### src/rtl/gray_spi_receiver_if.sv
// SPI + APB bundle for gray_spi_receiver: Gray transmitter drives the SPI side, a CPU master drives APB.
// master = upstream/CPU side, slave = receiver side; irq travels with the bus.
interface gray_spi_receiver_if;
    logic       sclk;
    logic       mosi;
    logic       cs;
    logic       psel;
    logic       penable;
    logic       pwrite;
    logic [2:0] paddr;
    logic [7:0] pwdata;
    logic [7:0] prdata;
    logic       pready;
    logic       pslverr;
    logic       irq;

    modport master (
        output sclk, mosi, cs, psel, penable, pwrite, paddr, pwdata,
        input  prdata, pready, pslverr, irq
    );

    modport slave (
        input  sclk, mosi, cs, psel, penable, pwrite, paddr, pwdata,
        output prdata, pready, pslverr, irq
    );
endinterface

### src/rtl/gray_spi_receiver.sv
// Gray-coded SPI frame receiver with a decoded-word FIFO behind an APB register file.
// Latency: word enters FIFO 1 clk after the last sclk fall; APB answers 1 clk after setup. Backpressure: full FIFO drops and flags ovf.
module gray_spi_fifo #(
    parameter int WIDTH = 8,
    parameter int DEPTH = 4,
    parameter int CW    = $clog2(DEPTH + 1)
) (
    input  logic             clk,
    input  logic             rst,
    input  logic             flush,
    input  logic             push_vld,
    input  logic [WIDTH-1:0] push_dat,
    input  logic             pop_vld,
    output logic [WIDTH-1:0] head_dat,
    output logic [CW-1:0]    count,
    output logic             empty,
    output logic             full,
    output logic             drop
);
    localparam int AW = (DEPTH > 1) ? $clog2(DEPTH) : 1;
    localparam logic [AW-1:0] LAST_PTR = AW'(DEPTH - 1);
    localparam logic [CW-1:0] FULL_CNT = CW'(DEPTH);

    logic [WIDTH-1:0] mem [DEPTH];
    logic [AW-1:0]    wr_ptr;
    logic [AW-1:0]    rd_ptr;
    logic             pop_ok;
    logic             push_ok;

    function automatic logic [AW-1:0] next_ptr(input logic [AW-1:0] p);
        return (p == LAST_PTR) ? '0 : p + 1'b1;
    endfunction

    assign empty    = (count == '0);
    assign full     = (count == FULL_CNT);
    assign head_dat = mem[rd_ptr];

    // A pop frees the slot in the same cycle, so push+pop succeeds even when full.
    assign pop_ok   = pop_vld & ~empty & ~flush;
    assign push_ok  = push_vld & ~flush & (~full | pop_ok);
    assign drop     = push_vld & ~flush & full & ~pop_ok;

    always_ff @(posedge clk) begin
        if (push_ok) begin
            mem[wr_ptr] <= push_dat;
        end
    end

    always_ff @(posedge clk or posedge rst) begin
        if (rst) begin
            wr_ptr <= '0;
            rd_ptr <= '0;
            count  <= '0;
        end else if (flush) begin
            wr_ptr <= '0;
            rd_ptr <= '0;
            count  <= '0;
        end else begin
            if (push_ok) begin
                wr_ptr <= next_ptr(wr_ptr);
            end
            if (pop_ok) begin
                rd_ptr <= next_ptr(rd_ptr);
            end
            case ({push_ok, pop_ok})
                2'b10:   count <= count + 1'b1;
                2'b01:   count <= count - 1'b1;
                default: count <= count;
            endcase
        end
    end
endmodule

// Top: SPI deserialiser + Gray decoder + FIFO + APB registers DATA(0) / STATUS(2) / CTRL(4).
// Latency: see file header. Backpressure: none toward SPI; overflow words are dropped and flagged.
module gray_spi_receiver #(
    parameter int NO_OF_SPI_BITS = 8,
    parameter int FIFO_DEPTH     = 4
) (
    input  logic               clk,
    input  logic               rst,
    gray_spi_receiver_if.slave bus
);
    localparam int CNTW = (NO_OF_SPI_BITS > 1) ? $clog2(NO_OF_SPI_BITS) : 1;
    localparam int FCW  = $clog2(FIFO_DEPTH + 1);
    localparam logic [CNTW-1:0] LAST_BIT = CNTW'(NO_OF_SPI_BITS - 1);

    localparam logic [1:0] IDLE  = 2'd0;
    localparam logic [1:0] SHIFT = 2'd1;
    localparam logic [1:0] DONE  = 2'd2;

    localparam logic [2:0] ADDR_DATA   = 3'd0;
    localparam logic [2:0] ADDR_STATUS = 3'd2;
    localparam logic [2:0] ADDR_CTRL   = 3'd4;

    typedef struct packed {
        logic       busy;
        logic       frame_err;
        logic       ovf;
        logic       full;
        logic       empty;
        logic [2:0] count;
    } status_t;

    logic [1:0]                state;
    logic [CNTW-1:0]           bit_cnt;
    logic [NO_OF_SPI_BITS-1:0] shreg;
    logic                      sclk_d;
    logic                      sclk_fall;
    logic                      frame_end;
    logic                      frame_abort;

    logic                      push_vld;
    logic [NO_OF_SPI_BITS-1:0] push_dat;
    logic                      pop_vld;
    logic [NO_OF_SPI_BITS-1:0] fifo_head;
    logic [FCW-1:0]            fifo_count;
    logic                      fifo_empty;
    logic                      fifo_full;
    logic                      fifo_drop;

    logic [3:0]                ctrl;
    logic                      ovf;
    logic                      frame_err;
    status_t                   status;

    logic                      apb_setup;
    logic [7:0]                rsp_dat_nxt;
    logic                      rsp_err_nxt;
    logic [7:0]                rsp_dat;
    logic                      rsp_rdy;
    logic                      rsp_err;
    logic                      unused_wdata;

    assign sclk_fall   = sclk_d & ~bus.sclk;
    assign frame_end   = (state == SHIFT) & ~bus.cs & sclk_fall & (bit_cnt == '0);
    assign frame_abort = (state == SHIFT) & bus.cs;

    always_ff @(posedge clk or posedge rst) begin
        if (rst) begin
            sclk_d <= 1'b0;
        end else begin
            sclk_d <= bus.sclk;
        end
    end

    // rx_enable only gates IDLE->SHIFT, so clearing it never truncates a frame in flight.
    always_ff @(posedge clk or posedge rst) begin
        if (rst) begin
            state    <= IDLE;
            bit_cnt  <= '0;
            shreg    <= '0;
            push_vld <= 1'b0;
        end else begin
            push_vld <= frame_end;
            case (state)
                IDLE: begin
                    if (!bus.cs && ctrl[0]) begin
                        state   <= SHIFT;
                        bit_cnt <= LAST_BIT;
                    end
                end
                SHIFT: begin
                    if (bus.cs) begin
                        state <= IDLE;
                    end else if (sclk_fall) begin
                        shreg <= {shreg[NO_OF_SPI_BITS-2:0], bus.mosi};
                        if (bit_cnt == '0) begin
                            state <= DONE;
                        end else begin
                            bit_cnt <= bit_cnt - 1'b1;
                        end
                    end
                end
                DONE: begin
                    if (bus.cs) begin
                        state <= IDLE;
                    end
                end
                default: state <= IDLE;
            endcase
        end
    end

    // Gray to binary: each binary bit is the XOR of all Gray bits at or above it.
    always_comb begin
        logic acc;
        acc      = 1'b0;
        push_dat = '0;
        for (int i = NO_OF_SPI_BITS - 1; i >= 0; i--) begin
            acc         = acc ^ shreg[i];
            push_dat[i] = acc;
        end
    end

    gray_spi_fifo #(
        .WIDTH (NO_OF_SPI_BITS),
        .DEPTH (FIFO_DEPTH),
        .CW    (FCW)
    ) u_fifo (
        .clk      (clk),
        .rst      (rst),
        .flush    (ctrl[2]),
        .push_vld (push_vld),
        .push_dat (push_dat),
        .pop_vld  (pop_vld),
        .head_dat (fifo_head),
        .count    (fifo_count),
        .empty    (fifo_empty),
        .full     (fifo_full),
        .drop     (fifo_drop)
    );

    // Sticky flags: a new event in the clear cycle wins so it is never lost.
    always_ff @(posedge clk or posedge rst) begin
        if (rst) begin
            ovf       <= 1'b0;
            frame_err <= 1'b0;
        end else begin
            ovf       <= (ovf & ~ctrl[1]) | fifo_drop;
            frame_err <= (frame_err & ~ctrl[1]) | frame_abort;
        end
    end

    assign apb_setup    = bus.psel & ~bus.penable;
    assign pop_vld      = apb_setup & ~bus.pwrite & (bus.paddr == ADDR_DATA) & ~fifo_empty;
    assign unused_wdata = ^bus.pwdata[7:4];

    always_ff @(posedge clk or posedge rst) begin
        if (rst) begin
            ctrl <= 4'h0;
        end else if (apb_setup && bus.pwrite && (bus.paddr == ADDR_CTRL)) begin
            ctrl <= bus.pwdata[3:0];
        end else begin
            ctrl[2:1] <= 2'b00;
        end
    end

    always_comb begin
        status.busy      = (state != IDLE);
        status.frame_err = frame_err;
        status.ovf       = ovf;
        status.full      = fifo_full;
        status.empty     = fifo_empty;
        status.count     = 3'(fifo_count);
    end

    always_comb begin
        rsp_dat_nxt = 8'h00;
        rsp_err_nxt = 1'b0;
        case (bus.paddr)
            ADDR_DATA: begin
                if (bus.pwrite || fifo_empty) begin
                    rsp_err_nxt = 1'b1;
                end else begin
                    rsp_dat_nxt = 8'(fifo_head);
                end
            end
            ADDR_STATUS: begin
                if (bus.pwrite) begin
                    rsp_err_nxt = 1'b1;
                end else begin
                    rsp_dat_nxt = status;
                end
            end
            ADDR_CTRL: begin
                if (!bus.pwrite) begin
                    rsp_dat_nxt = {4'h0, ctrl};
                end
            end
            default: rsp_err_nxt = 1'b1;
        endcase
    end

    // Response lives for exactly the cycle after setup; outside it every output is zero.
    always_ff @(posedge clk or posedge rst) begin
        if (rst) begin
            rsp_rdy <= 1'b0;
            rsp_err <= 1'b0;
            rsp_dat <= 8'h00;
        end else begin
            rsp_rdy <= apb_setup;
            rsp_err <= apb_setup & rsp_err_nxt;
            rsp_dat <= apb_setup ? rsp_dat_nxt : 8'h00;
        end
    end

    assign bus.pready  = rsp_rdy;
    assign bus.pslverr = rsp_err;
    assign bus.prdata  = rsp_dat;
    assign bus.irq     = ~fifo_empty & ctrl[3];
endmodule

### src/flat_wrapper.sv
// flat-port wrapper written by rule: the top's interface ports become plain ports
module gray_spi_receiver_flat 
#(
    parameter int NO_OF_SPI_BITS = 8,
    parameter int FIFO_DEPTH     = 4
)
  (clk, rst, bus_sclk, bus_mosi, bus_cs, bus_psel, bus_penable, bus_pwrite, bus_paddr, bus_pwdata, bus_prdata, bus_pready, bus_pslverr, bus_irq);
  gray_spi_receiver_if bus_i ();
  input  logic clk;
  input  logic rst;
  input wire logic [$bits(bus_i.sclk)-1:0] bus_sclk;
  input wire logic [$bits(bus_i.mosi)-1:0] bus_mosi;
  input wire logic [$bits(bus_i.cs)-1:0] bus_cs;
  input wire logic [$bits(bus_i.psel)-1:0] bus_psel;
  input wire logic [$bits(bus_i.penable)-1:0] bus_penable;
  input wire logic [$bits(bus_i.pwrite)-1:0] bus_pwrite;
  input wire logic [$bits(bus_i.paddr)-1:0] bus_paddr;
  input wire logic [$bits(bus_i.pwdata)-1:0] bus_pwdata;
  output wire logic [$bits(bus_i.prdata)-1:0] bus_prdata;
  output wire logic [$bits(bus_i.pready)-1:0] bus_pready;
  output wire logic [$bits(bus_i.pslverr)-1:0] bus_pslverr;
  output wire logic [$bits(bus_i.irq)-1:0] bus_irq;
  assign bus_i.sclk = bus_sclk;
  assign bus_i.mosi = bus_mosi;
  assign bus_i.cs = bus_cs;
  assign bus_i.psel = bus_psel;
  assign bus_i.penable = bus_penable;
  assign bus_i.pwrite = bus_pwrite;
  assign bus_i.paddr = bus_paddr;
  assign bus_i.pwdata = bus_pwdata;
  assign bus_prdata = bus_i.prdata;
  assign bus_pready = bus_i.pready;
  assign bus_pslverr = bus_i.pslverr;
  assign bus_irq = bus_i.irq;
  gray_spi_receiver #(.NO_OF_SPI_BITS(NO_OF_SPI_BITS), .FIFO_DEPTH(FIFO_DEPTH)) u_core (.clk(clk), .rst(rst), .bus(bus_i));
endmodule
### config.mk
export PLATFORM = sky130hd
export DESIGN_NAME = gray_spi_receiver_flat
export DESIGN_NICKNAME = d
export VERILOG_FILES = /design/src/rtl/gray_spi_receiver_if.sv /design/src/rtl/gray_spi_receiver.sv /design/src/flat_wrapper.sv
export SDC_FILE = /design/constraint.sdc
export NUM_CORES = 1
export LEC_CHECK = 0
export ABC_AREA = 1
export BUFFER_PORTS_ARGS = -buffer_cell sky130_fd_sc_hd__buf_4
export CORE_MARGIN = 2
export CORE_UTILIZATION = 53
export CTS_CLUSTER_SIZE = 28
export DETAILED_ROUTE_END_ITERATION = 12
export PLACE_DENSITY = 0.75
export SLEW_MARGIN = 0
export SYNTH_ARGS = -nofsm -noshare
export SYNTH_HDL_FRONTEND = slang
export SYNTH_SLANG_ARGS = --single-unit
### constraint.sdc
create_clock -name clk -period 2 [get_ports clk]
set_input_delay 0.2 -clock clk [delete_from_list [all_inputs] [get_ports clk]]
set_output_delay 0.2 -clock clk [all_outputs]
set_load 0.005 [all_outputs]
==> flow_summary.ini, run 1 <==
[clock_tree]
cts_root_buf = clkbuf_8
cts_made_buffers = 9
insertion_delay_ns = 0.34
clkSlewWorstSetupHoldPaths_ns = 0.07
cts_tree = done
cts_sinks = 70
htree_levels = 3
clockBufferDepth = 2

[setup_path]
path_buf_inv = 2
path_cells = inv_2 -> nand2_4 -> nor2_4 -> inv_2 -> nand3_4 -> nor2_4 -> nand2_2 -> nand2_2 -> nand3_4 -> ha_4 -> fa_2 -> nand2_1 -> o21ai_1
critPathCaptureType = register
path_delay_family = adder cells
cp-start-kind = register
slowest_delay_ns = 0.52
cp_slowest_cell = fa_2
cp_max_fo = 2
critPathKind = register to register
cp.arrival_ns = 2.17
cp.required_ns = 2.26

[grt]
gr-usage-all-layers_pct = 20.7
antenna_found_initial = 0
overflow = 0
grt_pass1_vias = 2164
grt_pass1_wl_um = 9840
grt_start_max_net_pins = 39

[yosys]
ys_top_cells_by_area = edfxtp_1 31%, dfrtp_1 31%, nand2_1 6.4%
yosys.area.top_type_share_pct = 30.9
synth_area_leader_cell = edfxtp_1
synth_common_cells = 53 x nand2_1, 46 x nor2_1, 45 x inv_1, 38 x dfrtp_1, 33 x o21ai_0
syn_area_per_cell_um2 = 9.75
synth_edf_count = 32
ys_ff_latch = 70
ys.flop_type = dfrtp_1
yosysWarnings = 0
yosysSeqAreaShare_pct = 61.4
syn-num-nets = 346
ys_types = 26
syn_area_um2 = 3110
synth.most_common_cell = nand2_1
async_reset_ff_share_pct = 54.3
synth_cells = 319

[run]
drv_cap = 0

[place]
pre_cts_slack_ns = -0.0879
place_congestion = 0.807
place_area_um2 = 3500
dpl.hpwl_um = 4030
portBuffers = 25

[floorplan]
core_area_um2 = 5570
die_area_um2 = 6500
start_util_pct = 55.8
rows = 27
ios = 30
die_h_um = 80.6
die_w_um = 80.6

[worst_hold_path]
hold_path.class = input port to register

[layout]
nFillCells = 446
drive_gt1_share_pct = 20.4
area_growth_pct = 21.4
final_nets = 400
stdcell_area_um2 = 3780
fin_util_pct = 67.8
diodes = 0

[route]
ant_nets = 0
via_per_inst = 5.07
drt_iter0_drc = 188
num_vias = 2280
wl_per_cell_um = 13.2
routed_wl_um = 5950
drc = 0
drt_first_pass_iters = 4

[power]
totalPowerFinal_w = 0.00425
peakVddDrop_uv = 769
p_leak_nw = 1.75
p_per_area_nw_per_um2 = 1120

[run_status]
status = finished clean

[timing]
slew_viol_final = 0
clock_skew_ns = 0.00498
min_period_ns = 1.91
tightest_slew_ns = 0.517
fmax_ghz = 0.525
hold_viol_final = 0
fin_ws_ns = 0.0937
post-route-period-util_pct = 95.3
whs_ns = 0.0500
grt_setup_unrepaired = yes
finalSetupViolCount = 0
relSlewSlack_pct = 65.5
==> path summary, 6_finish.rpt <==
kind | startpoint | to | slack [ns] | cells past startpoint
max | u_core.u_fifo.count[1] | u_core.u_fifo.count[1] | 0.09 | 13
max reg2reg | u_core.u_fifo.count[1] | u_core.u_fifo.count[1] | 0.09 | 13
min | bus_penable | u_core.bus.pready | 0.05 | 2
min in group asynchronous | rst | u_core.bit_cnt[0] | 0.53 | 4
min reg2reg | u_core.bit_cnt[2] | u_core.bit_cnt[2] | 0.49 | 2
max in group asynchronous | rst | u_core.shreg[7] | 1.11 | 4
==> state kept, by name, indices dropped and copies added (netlist names) <==
name / cells
u_core.u_fifo.mem: 32
u_core.bus.prdata: 8
u_core.shreg: 8
u_core.ctrl: 4
u_core.bit_cnt: 3
u_core.u_fifo.count: 3
u_core.state: 2
u_core.u_fifo.rd_ptr: 2
u_core.u_fifo.wr_ptr: 2
u_core.bus.pready: 1
u_core.bus.pslverr: 1
u_core.frame_err: 1
u_core.ovf: 1
u_core.push_vld: 1
u_core.sclk_d: 1
==> power by group <==
part           internal, W  switching, W  leakage, nW  total [W]
logic             0.000407      0.000796        0.885    0.00120
clock network     0.000552      0.000490       0.0937    0.00104
registers          0.00189      0.000114        0.772    0.00201
total              0.00285       0.00140         1.75    0.00425
==> cells in the final DEF, fill, tap and decap left out, types with 2 or more instances in the layout <==
| cell type | Yosys | final |
|---|---|---|
| edfxtp_1 | 32 | 32 |
| o21ai_0 | 33 | 31 |
| clkbuf_8 | 0 | 12 |
| a22oi_1 | 3 | 3 |
| ha_1 | 7 | 6 |
| a31oi_1 | 3 | 3 |
| nor2_1 | 46 | 45 |
| nand3_4 | 1 | 2 |
| nand2_2 | 2 | 3 |
| dfrtp_1 | 38 | 37 |
| dlygate4sd3_1 | 0 | 2 |
| inv_2 | 0 | 3 |
| clkbuf_1 | 3 | 3 |
| a21oi_1 | 9 | 9 |
| inv_1 | 45 | 42 |
| nor2_4 | 1 | 3 |
| o22ai_1 | 11 | 11 |
| o21ai_1 | 0 | 2 |
| nand2_1 | 53 | 51 |
| buf_4 | 0 | 45 |
| nand3_1 | 20 | 20 |
==> cells by family after synthesis <==
logic type	after synthesis	share of synthesized area [%]
buffers and inverters	51	6.35
AO/OA/AOI/OAI	60	10.5
adder cells (fa/ha/maj)	8	3.46
flip-flops	70	61.4
AND/OR/NAND/NOR	128	17.7
XOR/XNOR	2	0.563
==> through the flow <==
step                      cells  TNS (ns)
after global routing        450   -0.0989
final                       450         0
after CTS                   445         0
after floorplan             319         0
after detailed placement    427    -0.147
after global placement      427   -0.0123
==> layer usage <==
metal	GRT usage, %	part of all wire [%]	up-vias
met5	0	0	-
met4	8.81	2.0	0
met3	5.39	4.1	11
met2	31.8	48	58
met1	28.0	46	1049
li1	-	-	1162
==> area by class of cell <==
| cell class | count | area, um^2 | area share [%] |
|---|---|---|---|
| multi-input cells | 198 | 1050 | 27.9 |
| clock buffers | 15 | 176 | 4.67 |
| repair buffers | 47 | 358 | 9.47 |
| well taps | 72 | 90.1 | 2.38 |
| clock inverters | 1 | 5.00 | 0.132 |
| flip-flops and latches | 70 | 1910 | 50.6 |
| inverters | 47 | 181 | 4.80 |
==> worst reg2reg max path, cell delays in order, from the launching register on <==
cell,delay (ns)
dfrtp_1,0.37
inv_2,0.06
nand2_4,0.08
nor2_4,0.04
inv_2,0.06
nand3_4,0.07
nor2_4,0.10
nand2_2,0.06
nand2_2,0.08
nand3_4,0.08
ha_4,0.17
fa_2,0.52
nand2_1,0.05
o21ai_1,0.08
==> what timing repair did <==
item | in CTS | in global routing
setup buffers | 0 | 5
hold buffers | 2 | 0
endpoints found under the hold margin | 39 | 0
endpoints found under the setup margin | 0 | 14
gates resized for setup | 0 | 12
No activity file was read; power rests on OpenSTA's default activity.
==> inputs of run 2 (changes only) <==
--- a/config.mk
+++ b/config.mk
@@ -7,7 +7,7 @@
 export LEC_CHECK = 0
 export ABC_AREA = 1
 export BUFFER_PORTS_ARGS = -buffer_cell sky130_fd_sc_hd__buf_4
-export CORE_MARGIN = 2
+export CORE_MARGIN = 4
 export CORE_UTILIZATION = 53
 export CTS_CLUSTER_SIZE = 28
 export DETAILED_ROUTE_END_ITERATION = 12
==> flow_summary.ini, run 2 (synthesis gave the netlist of run 1 again) <==
[place]
place_congestion = 0.856
dp.cells = 428
dpl.hpwl_um = 4120
portBuffers = 25
pre_cts_slack_ns = -0.0714

[setup_path]
cp_max_fo = 3
cp-start-kind = register
critPathKind = register to register
critPathCaptureType = register
cp.required_ns = 2.21
cp.arrival_ns = 2.17

[timing]
fmax_ghz = 0.512
tightest_slew_ns = 0.494
grt_setup_unrepaired = yes
finalSetupViolCount = 0
slew_viol_final = 0
hold_viol_final = 0
fin_ws_ns = 0.0453
clock_skew_ns = 0.00535
min_period_ns = 1.95
relSlewSlack_pct = 67.0
post-route-period-util_pct = 97.7
setup_tns_ns = 0

[grt]
gr-usage-all-layers_pct = 17.6
grt_start_max_net_pins = 39
grt_pass1_wl_um = 10000
grt_pass1_vias = 2247
antenna_found_initial = 0
overflow = 0

[route]
num_vias = 2293
drc = 0
via_per_inst = 5.08
drt_iter0_drc = 167
routed_wl_um = 6020
ant_nets = 0
wl_per_cell_um = 13.3
drt_first_pass_iters = 4

[layout]
multi_input_area_um2 = 1040
final_nets = 401
fin_util_pct = 67.8
regArea_um2 = 1910
layout_commonest_cell = nand2_1
area_growth_pct = 22.1
instances_no_fill = 451
drive_gt1_share_pct = 20.6
nFillCells = 445
largest_register_ffs = 32
diodes = 0
top_register = u_core.u_fifo.mem
layout_common_cells = 51 x nand2_1, 46 x buf_4, 45 x nor2_1, 43 x inv_1, 37 x dfrtp_1

[power]
peakVddDrop_uv = 743
clockPowerShare_pct = 27.4
p_int_w = 0.00297
totalPowerFinal_w = 0.00436
p_per_area_nw_per_um2 = 1150
p_sw_share_pct = 31.9
p_leak_nw = 1.77
combPwrFrac_pct = 26.7
p_switching_w = 0.00139
pwr-share-seq_pct = 45.9

[floorplan]
rows = 27
start_util_pct = 55.5
ios = 30
core_area_um2 = 5610
die_w_um = 84.6
die_h_um = 84.6
die_area_um2 = 7160

[clock_tree]
cts_made_buffers = 9
clkSlewWorstSetupHoldPaths_ns = 0.07
cts_sinks = 70
clockBufferDepth = 2
cts_tree = done
insertion_delay_ns = 0.33
cts_root_buf = clkbuf_8
htree_levels = 3

[run]
drv_cap = 0

[worst_hold_path]
hold_path.class = input port to register

[run_status]
status = finished clean
-- run 2: area by class of cell --
class	instances	share of cell area, %
multi-input combinational	198	27.5
sequential	70	50.3
inverter	47	4.77
clock inverter	5	1.94
tap	72	2.37
timing repair buffer	48	9.61
clock buffer	11	3.46
-- run 2: stage by stage --
stage | hold WS [ns] | cell area (um^2)
after floorplan | 0.231 | 3130
after global placement | 0.329 | 3510
after detailed placement | 0.331 | 3510
after CTS | 0.0355 | 3740
after global routing | 0.0383 | 3800
final | 0.0519 | 3800
-- run 2: per-layer routing --
layer,wire length [um],share of wire [%],global-route usage (%),vias up
met3,291,4.8,3.63,9
met2,2890,48,28.5,48
met5,0,0,0,-
met1,2720,45,23.4,1076
met4,112,1.9,6.47,0
li1,-,-,-,1160
-- run 2: path summary, 6_finish.rpt --
kind	cells past startpoint	slack (ns)	end	start
worst max-delay path	14	0.05	u_core.u_fifo.count[2]	u_core.u_fifo.count[1]
worst min-delay path	2	0.05	u_core.bus.pready	bus_penable
worst max register to register	14	0.05	u_core.u_fifo.count[2]	u_core.u_fifo.count[1]
worst min register to register	2	0.49	u_core.bit_cnt[2]	u_core.bit_cnt[2]
max in group asynchronous	4	1.10	u_core.shreg[7]	rst
min in group asynchronous	4	0.54	u_core.ctrl[0]	rst
-- run 2: power groups by stage --
| stage | combinational (W) | clock, W | sequential, W |
|---|---|---|---|
| final | 0.00116 | 0.00120 | 0.00200 |
| after global routing | 0.00135 | 0.00128 | 0.00202 |
| after CTS | 0.00113 | 0.00121 | 0.00200 |
| after detailed placement | 0.00112 | 0 | 0.00203 |
| after global placement | 0.00107 | 0 | 0.00202 |
| after floorplan | 0.000800 | 0 | 0.00201 |
-- run 2: what timing repair did --
item / in CTS / in global routing
hold buffers: 2 / 0
pin swaps: 1 / 4
gates resized for setup: 0 / 8
hold endpoints to repair: 39 / 0
setup buffers: 1 / 4
endpoints found under the setup margin: 1 / 22
-- run 2: worst max-delay path: stages, from the launching register on --
cell     delay (ns)
dfrtp_1        0.36
inv_2          0.05
nand2_2        0.08
nor2_2         0.04
inv_1          0.05
nand3_2        0.09
nor2_4         0.12
nand2_2        0.08
nand2_2        0.09
nand3_4        0.08
ha_4           0.17
fa_2           0.35
xnor2_2        0.14
nand2_1        0.06
o21ai_0        0.09
